File: src/rtl/r_cpu_ctrl.sv
// Multi-cycle Moore control unit for the R-type datapath: sequences IF/ID/EX/WB,
// issues one-cycle write strobes, traps illegal instructions and counts retired ones.
module r_cpu_ctrl #(
   parameter int ICNT_W = 16
) (
   input  logic              clk,
   input  logic              reset,
   input  logic              run,
   input  logic              step,
   input  logic [5:0]        OP,
   input  logic [5:0]        func,
   input  logic [4:0]        rd,
   output logic              PC_Write,
   output logic              IR_Write,
   output logic              AB_Write,
   output logic              F_Write,
   output logic              Flag_Write,
   output logic              OF_En,
   output logic              Reg_Write,
   output logic [3:0]        ALU_OP,
   output logic [2:0]        state,
   output logic              illegal,
   output logic [ICNT_W-1:0] icount
);

   localparam logic [2:0] S_IDLE = 3'd0;
   localparam logic [2:0] S_IF   = 3'd1;
   localparam logic [2:0] S_ID   = 3'd2;
   localparam logic [2:0] S_EX   = 3'd3;
   localparam logic [2:0] S_WB   = 3'd4;
   localparam logic [2:0] S_ERR  = 3'd5;

   logic       dec_legal;
   logic [3:0] dec_op;
   logic [2:0] state_nx;

   always_comb begin
      dec_legal = (OP == 6'b000000);
      dec_op    = 4'b0000;
      case (func)
         6'b100100: dec_op = 4'b0000;
         6'b100101: dec_op = 4'b0001;
         6'b100110: dec_op = 4'b0010;
         6'b100111: dec_op = 4'b0011;
         6'b100000: dec_op = 4'b0100;
         6'b100010: dec_op = 4'b0101;
         6'b101011: dec_op = 4'b0110;
         6'b000100: dec_op = 4'b0111;
         default:   dec_legal = 1'b0;
      endcase
   end

   always_comb begin
      state_nx = S_IDLE;
      case (state)
         S_IDLE:  state_nx = (run | step) ? S_IF : S_IDLE;
         S_IF:    state_nx = S_ID;
         S_ID:    state_nx = dec_legal ? S_EX : S_ERR;
         S_EX:    state_nx = S_WB;
         S_WB:    state_nx = run ? S_IF : S_IDLE;
         S_ERR:   state_nx = S_ERR;
         default: state_nx = S_IDLE;
      endcase
   end

   always_ff @(posedge clk or posedge reset) begin
      if (reset) begin
         state  <= S_IDLE;
         ALU_OP <= 4'b0000;
         icount <= '0;
      end else begin
         state <= state_nx;
         // ALU_OP is captured only on a legal decode, so it holds through EX/WB/IDLE
         if (state == S_ID && dec_legal) ALU_OP <= dec_op;
         if (state == S_WB) icount <= icount + ICNT_W'(1);
      end
   end

   // Strobes decode purely from registered state, so reset kills them at once
   always_comb begin
      PC_Write   = 1'b0;
      IR_Write   = 1'b0;
      AB_Write   = 1'b0;
      F_Write    = 1'b0;
      Flag_Write = 1'b0;
      OF_En      = 1'b0;
      Reg_Write  = 1'b0;
      illegal    = 1'b0;
      case (state)
         S_IF: begin
            PC_Write = 1'b1;
            IR_Write = 1'b1;
         end
         S_ID: AB_Write = 1'b1;
         S_EX: begin
            F_Write    = 1'b1;
            Flag_Write = 1'b1;
            OF_En      = (ALU_OP == 4'b0100) || (ALU_OP == 4'b0101);
         end
         S_WB:  Reg_Write = (rd != 5'd0);
         S_ERR: illegal = 1'b1;
         default: ;
      endcase
   end

endmodule

File: config.mk
export PLATFORM = sky130hd
export DESIGN_NAME = r_cpu_ctrl
export DESIGN_NICKNAME = d
export VERILOG_FILES = /design/src/rtl/r_cpu_ctrl.sv
export SDC_FILE = /design/constraint.sdc
export NUM_CORES = 1
export LEC_CHECK = 0
export CORE_MARGIN = 5
export CORE_UTILIZATION = 30
export CTS_CLUSTER_DIAMETER = 150
export DETAILED_ROUTE_END_ITERATION = 8
export PLACE_DENSITY_LB_ADDON = 0.08
export SKIP_LAST_GASP = 1
export SLEW_MARGIN = 20
export SYNTH_ARGS = -nofsm -noshare
export SYNTH_HDL_FRONTEND = slang
export SYNTH_SLANG_ARGS = --single-unit
File: constraint.sdc
create_clock -name clk -period 4.9 [get_ports clk]
set_clock_uncertainty 0.1 [all_clocks]
set_input_delay 0.49 -clock clk [delete_from_list [all_inputs] [get_ports clk]]
set_output_delay 0.49 -clock clk [all_outputs]
set_load 0.05 [all_outputs]
# Word-level counts from Yosys, hierarchy flattened
# Index checks and enable logic that the tools add are counted.
# op_classes
n_addsub,1
eq_ne,15
muxes,12
n_bitwise,1
n_reduce_logical,6
# op_table
cell,count
$eq 6x6->1 const B,7
$pmux 3 s7,1
$pmux 3 s6,1
$add 16x1->16 const B,1
$mux 1,9
$eq 4x3->1 const B,2
$reduce_or 8->1,1
$eq 3x2->1 const B,2
$eq 3x3->1 const B,2
$eq 6x3->1 const B,1
$logic_not 6->1,1
$reduce_bool 5->1,1
$eq 3x1->1 const B,1
$logic_not 3->1,1
$mux 3,1
$logic_and 1x1->1,1
$logic_or 1x1->1,1
$or 1x1->1,1
# word_totals
reg_bits,23
inputBits,21
output_inout_bits,31
word_cells,38

# Longest topological paths before layout
# logic_depth
ltp_word,5
depth_mapped,6
ltp_nobuf,4

# Least setup slack after synthesis
# OpenSTA, ideal clock, no wires.
# synth_timing
path_kind,reg2out
startpoint,register state[0]
endpoint,output port PC_Write
t_arrival_ns,2.586
required_time_ns,4.310
path_slack_ns,1.724
path_stages_with_launch,4
path_buffers,2
path_cell_list,dfrtp_1 clkbuf_1 nor3b_1 buf_4
# synth_between
elab_chain_len,2
# synth_lines
item,line,rtl
start: declaration,21,"output logic [2:0] state,"
start signal: assignment,72,state <= state_nx;
$eq 3x1->1,--,
$mux 1,--,
end: declaration,13,"output logic PC_Write,"
# Every way passes these cells.

# Worst setup path after layout
# layout_timing
startpoint,input port rd[0]
endpoint,output port Reg_Write
# layout_between
elab_chain_len,2
# layout_lines
item,line,rtl
start: declaration,12,"input logic [4:0] rd,"
$reduce_bool 5->1,100,S_WB: Reg_Write = (rd != 5'd0);
$mux 1,89,case (state)
end: declaration,19,"output logic Reg_Write,"
# Every way passes these cells.

==> impl_results.md <==
- MaxCap Viol Count: 0
- Cell with the most instances after synthesis: dfrtp_1
- Max stage delay cell, worst path: clkdlybuf4s50_1
- Placed cells: 202
- Number of antenna diodes: 0
- Rows: 22
- Number of global-route vias before repair: 937
- Commonest cells in the synthesized netlist: 22 x dfrtp_1, 13 x xnor2_1, 10 x nand2_1
- Sequential cell area fraction in the yosys report: 0.477
- Detailed-routing iteration count for the pre-antenna-repair pass: 4
- Placeable core area: 3690 sq um
- Unrepaired setup endpoints after global routing: false
- Compound-gate portion of the synthesized area: 0.0693
- Share of power burned in the clock network: 0.142
- Gpl congestion: 0.782
- Wire length reported by the detailed router: 2560 microns
- Library cell with the largest summed area after synthesis: dfrtp_1
- Antenna violations before repair: 0
- HP Class: flip-flop to flip-flop
- Slew at the pin closest to its max-slew limit: 0.805 ns
- Static power due to leakage: 0.727 nW
- IR drop worst, VDD: 214 uV
- Global router's overall resource usage: 0.104
- Layout net count: 181
- Final Hold Violating Endpoints: 0
- Type of the worst setup path: primary input to primary output
- Vertical extent of the die: 72.0 microns
- Maximum achievable frequency: 350 MHz
- Detailed-route wire length per cell: 12.5 microns
- Synthesized net count: 132
- Number of filler instances in the final layout: 347
- TritonCTS clock tree: yes
- Post-CTS setup buffers: 0
- Initial DRC Count: 30
- Global-route wire length before repair: 4370 microns
- Part of the total power dissipated in sequential elements: 0.338
- CTS Root Cell: clkbuf_8
- Number of buffers inserted for hold repair after clock tree synthesis: 0
- Average vias per placed instance: 4.64
- Pwr per Cell Area: 447 nW/um^2
- Top post-synthesis cells by area: dfrtp_1 48%, xnor2_1 9.9%, nand2_1 3.3%, nand4_1 2.7%, mux2i_1 2.6%
- Cell Chain, Critical Path: clkdlybuf4s50_1 -> or4_1 -> o21a_1 -> clkdlybuf4s50_1
- Instance count of the mapped netlist: 110
- Crit share post-route: 0.583
- Area fraction in and, or, nand and nor cells after synthesis: 0.232
- Element type at the critical path end: primary output
- Required arrival time at the worst endpoint: 4.31 ns
- Die footprint: 5190 sq um
- Count of input and output buffers: 50
- Die width: 72.0 microns
- Area growth from synthesis to final layout: 49.2%
- Mux share of post-synthesis cell area: 0.0553
- Pin count of the biggest net entering global routing: 23
- H-Tree Depth: 1
- Most used DFF post-synth: dfrtp_1
- Post-synth top area share: 0.477
- Dominant combinational cell family by area after synthesis: simple AND/OR/NAND/NOR gates
- Aggregate global routing overflow: 0
- Initial Util: 0.313
- Io pins: 52
- Largest stage delay on the critical path: 0.70 ns
- Critical Path AT: 2.27 ns
- Count of flip-flops with a built-in enable after synthesis: 0
- Max Slew Vio Count: 0
- Cts bufs inserted: 3
- Number of nets with antenna violations after routing: 0
- Count of vias placed by the detailed router: 951
- Setup crit start kind: primary input
- Setup Viol. Count Final: 0
- Result of the run: finished, final reports clean
- DRC violations left: 0
- Later-pin clock latency in the skew report: 0.26 ns
- Most prevalent standard cell on the critical path: clkdlybuf4s50_1
- Relative slew margins: 0.463
- Post-synth design cell area: 1150 sq um
- Number of distinct standard cells referenced by the synthesized netlist: 36
- Switching share of power: 0.463
- Combinational Power Share: 0.520
- Clock slew at the register clock pins of the worst setup and hold paths: 0.07 ns
- Avg Synthesized Cell Area: 10.5 sq um
- Peak fanout along the critical path: 1
- Number of synthesized register bits: 22
- Post-layout instance count excluding filler cells: 205
- Place WS: 2.04 ns
- Clock Tree Buf Depth: 2
- Placed standard-cell area: 1680 sq um
- # clock sinks: 22
- Clock period minus final worst setup slack: 2.86 ns
- Fraction of layout cells with a size suffix above 1: 0.0382
- Fraction of registers with async set or reset after synthesis: 1.00
- Ys Warns: 0
- Final design area excluding fillers: 1720 sq um
- Detailed Place HPWL: 2020 microns
- Setup total negative slack: 0 ns
- Area share of fa/ha/maj cells after synthesis: 0.0108
- Net switching power of the design: 0.357 mW
- Number of gates resized after CTS: 0
- Synth Area in XOR/XNOR: 0.114
- Internal Power: 0.414 mW
- Crit path setup slack, layout: 2.04 ns
-- power by group through the flow --
stage                     clock network [mW]  logic, mW  registers (mW)
after floorplan                            0      0.185           0.352
after detailed placement                   0      0.406           0.264
after global routing                   0.120      0.426           0.267
after global placement                     0      0.405           0.263
final                                  0.110      0.401           0.260
after CTS                              0.112      0.406           0.261
-- per-layer routing --
| layer | up-vias | track usage | part of all wire |
|---|---|---|---|
| met1 | 430 | 0.134 | 0.46 |
| li1 | 481 | - | - |
| met2 | 35 | 0.164 | 0.45 |
| met4 | 0 | 0.0438 | 0.017 |
| met3 | 5 | 0.0263 | 0.071 |
| met5 | - | 0 | 0 |
-- final timing paths --
kind                       slack (ns)         end  cells after the start  startpoint
setup / recovery                 2.04   Reg_Write                      4       rd[0]
min in group asynchronous        0.58    state[0]                      2       reset
hold reg to reg                  0.37  icount[15]                      1  icount[15]
setup reg to reg                 3.03  icount[15]                      4    state[1]
hold / removal                   0.37  icount[15]                      1  icount[15]
max in group asynchronous        3.62   icount[6]                      2       reset
-- state kept, by name (all words and copies together) (netlist names) --
name    cells
ALU_OP      3
icount     16
state       3
-- cell type report --
cell class                      instances  area [sq um]  area share
Multi-Input combinational cell         79           559       0.325
Sequential cell                        22           551       0.320
Timing Repair Buffer                   50           500       0.290
Tap cell                               48          60.1      0.0349
Clock buffer                            3          41.3      0.0240
Inverter                                3          11.3     0.00654
-- stage by stage --
step | total power, mW | utilization | hold WS, ns
6_report | 0.771 | 0.467 | 0.372
5_1_grt | 0.814 | 0.467 | 0.406
4_1_cts | 0.780 | 0.467 | 0.382
3_5_place_dp | 0.669 | 0.456 | 0.371
3_3_place_gp | 0.668 | 0.456 | 0.363
2_1_floorplan | 0.537 | - | 0.379
-- layout by cell type (no fill, tap or decap), drive strengths merged --
cell type      instances
conb                   1
and3                   3
o21ai                  2
xor2                   2
a31o                   1
xnor2                 13
clkbuf                 3
dfrtp                 22
a21oi                  1
mux2i                  3
nor4                   1
clkdlybuf4s50         50
and4                   3
nor2                   6
nand2                 10
o21a                   1
nand2b                 2
o31a                   1
mux2                   3
nand3                  4
or4                    1
and3b                  1
or3b                   1
and2                   1
a21o                   1
ha                     1
and2b                  1
nand3b                 1
nand4                  5
inv                    3
a32o                   1
nor3b                  4
nor3                   2
a2111o                 2
-- critical path: cells and delay by family --
| kind | cells | cell delay, ns |
|---|---|---|
| AOI/OAI and AO/OA | 1 | 0.18 |
| buffers and inverters | 2 | 1.09 |
| and+or+nand+nor | 1 | 0.51 |
-- cell families after synthesis --
group                      after synthesis
other                                    1
and+or+nand+nor                         46
AOI/OAI and AO/OA                       10
DFF                                     22
xor gates and xnor gates                15
adders and majority gates                1
buffers and inverters                    9
muxes                                    6
Power figures use the tool's default switching activity.
==> variant (config.mk and constraints unchanged) <==
Change the parameter `ICNT_W` from 16 to 20.
--- a/src/rtl/r_cpu_ctrl.sv
+++ b/src/rtl/r_cpu_ctrl.sv
@@ -3,3 +3,3 @@
 module r_cpu_ctrl #(
-   parameter int ICNT_W = 16
+   parameter int ICNT_W = 20
 ) (
Ports: changed (resized icount); port bits go from 52 to 56. No check against the original RTL was run, so the function may have changed too.
==> variant against the unedited design <==
Design area grew 16%; area after synthesis increased by 20%; setup slack got worse by 56 ps; sequential cell count is 4 higher; combinational power fell by 4%; routed wire length rose by 27%; total power rose by 9.8%.
==> variant: results (changes against the unedited design) <==
| Metric | Value |
|---|---|
| Status | finished clean |
| Final antenna-violating net count | 0 (unchanged) |
| Synth Area in Compound Gates | 6.34% (-0.59 points) |
| Wire length on met1 | 1460 um (+24%) |
| TritonRoute pass-1 iters | 4 (unchanged) |
| Multiplexer share of the synthesized area | 2.36% (-3.2 points) |
| Reg clk slew, reported paths | 90 ps (+20 ps) |
| Post-CTS Setup Bufs | 0 (unchanged) |
| Max Root-Sink Buffers | 2 (unchanged) |
| H-tree levels | 1 (unchanged) |
| Placement Setup Slack | 2280 ps (+241 ps) |
| DP Wirelength | 2540 um (+25%) |
| Leakage | 0.852 nW (+17%) |
| PortBufs | 54 (+8.0%) |
| Post-synthesis sequential area ratio | 47.1% (-0.57 points) |
| Top sig layer | met4 |
| Number of fill cells | 416 (+20%) |
| CP max FO | 9 (+8) |
| DP Area | 1930 um2 (+15%) |
| Number of global-route vias before repair | 1166 (+24%) |
| Global Route Usage Sum | 10.9% (+0.56 points) |
| Max-slew violations | 0 (unchanged) |
| Top post-synthesis cells by area | dfrtp_1 (47%), xnor2_1 (9.5%), nand2_1 (3.3%) |
| Final Wtd Congestion | 0.812 (+3.8%) |
| Worst-margin pin slew | 561 ps (-244 ps) |
| Largest net degree at the start of global routing | 27 (+17%) |
| Met2 routed wirelength | 1610 um (+39%) |
| Critical Path AT | 2320 ps (+50 ps) |
| Met3 wire len | 139 um (-23%) |
| Wire length per cell | 13.9 um (+11%) |
| Cell Int Power | 0.483 mW (+17%) |
| Worst vdd ir | 0.200 mV (-6.8%) |
| Syn_nets | 153 (+16%) |
| Top Registers | icount (20), ALU_OP (3), state (3) |
| # diodes | 0 (unchanged) |
| Vias | 1128 (+19%) |
| Number of cells on the worst hold path | 1 (unchanged) |
| Synthesized-area fraction occupied by adder cells | 0.906% (-0.18 points) |
| Synth Area in XOR/XNOR | 12.0% (+0.67 points) |
| Final nets | 205 (+13%) |
| Commonest cells in the netlist | dfrtp_1 (26), xnor2_1 (15), nand2_1 (12), nand3_1 (8), nand4_1 (7) |
| Total CTS buffers | 3 (unchanged) |
| Global-route wire length before repair | 5470 um (+25%) |
| Proportion of layout cells with a drive suffix above 1 | 8.79% (+5.0 points) |
-- variant: cell count changes after synthesis, sizes merged, moves of 3 or more --
| cell | change |
|---|---|
| a21oi | +4 |
| dfrtp | +4 |
| nand3 | +4 |
| buf | +3 |
| nor3 | +3 |
| nor4 | +3 |
-- variant: path summary, 6_finish.rpt --
kind                                 start    endpoint  slack, ps
min in group asynchronous            reset  icount[15]        480
worst min-delay path            icount[19]  icount[19]        380
max in group asynchronous            reset   ALU_OP[1]       3840
worst min register to register  icount[19]  icount[19]        380
worst max-delay path              state[1]   Reg_Write       1990
worst max register to register    state[1]  icount[15]       2720
-- variant: final cells by class --
class / instances / area, um2 / share of cell area, %
Clock buffer: 3 / 41.3 / 2.06
Clock inverter: 1 / 30.0 / 1.50
Inverter: 4 / 15.0 / 0.750
Multi-Input combinational cell: 94 / 659 / 32.9
Sequential cell: 26 / 651 / 32.5
Tap cell: 52 / 65.1 / 3.25
Timing Repair Buffer: 54 / 541 / 27.0
-- variant: power groups by stage --
stage	combinational (mW)	sequential (mW)	clock [mW]
final	0.384	0.283	0.178
after global routing	0.407	0.288	0.191
after CTS	0.389	0.283	0.185
after detailed placement	0.388	0.287	0
after global placement	0.388	0.284	0
after floorplan	0.195	0.367	0
-- variant: through the flow --
stage          power, mW  instances
3_3_place_gp       0.672        230
3_5_place_dp       0.675        230
2_1_floorplan      0.562        131
6_report           0.846        234
5_1_grt            0.886        234
4_1_cts            0.857        234
-- variant: metal layers --
metal	up-vias	GRT usage [%]
met5	-	0
met4	0	3.61
met3	4	2.43
met2	23	18.5
met1	542	13.6
li1	559	-
-- variant: critical path, cell delays in order (launching register included) --
cell and delay, ps:
dfrtp_1 480, or3b_1 580, a21oi_1 180, clkdlybuf4s50_1 820
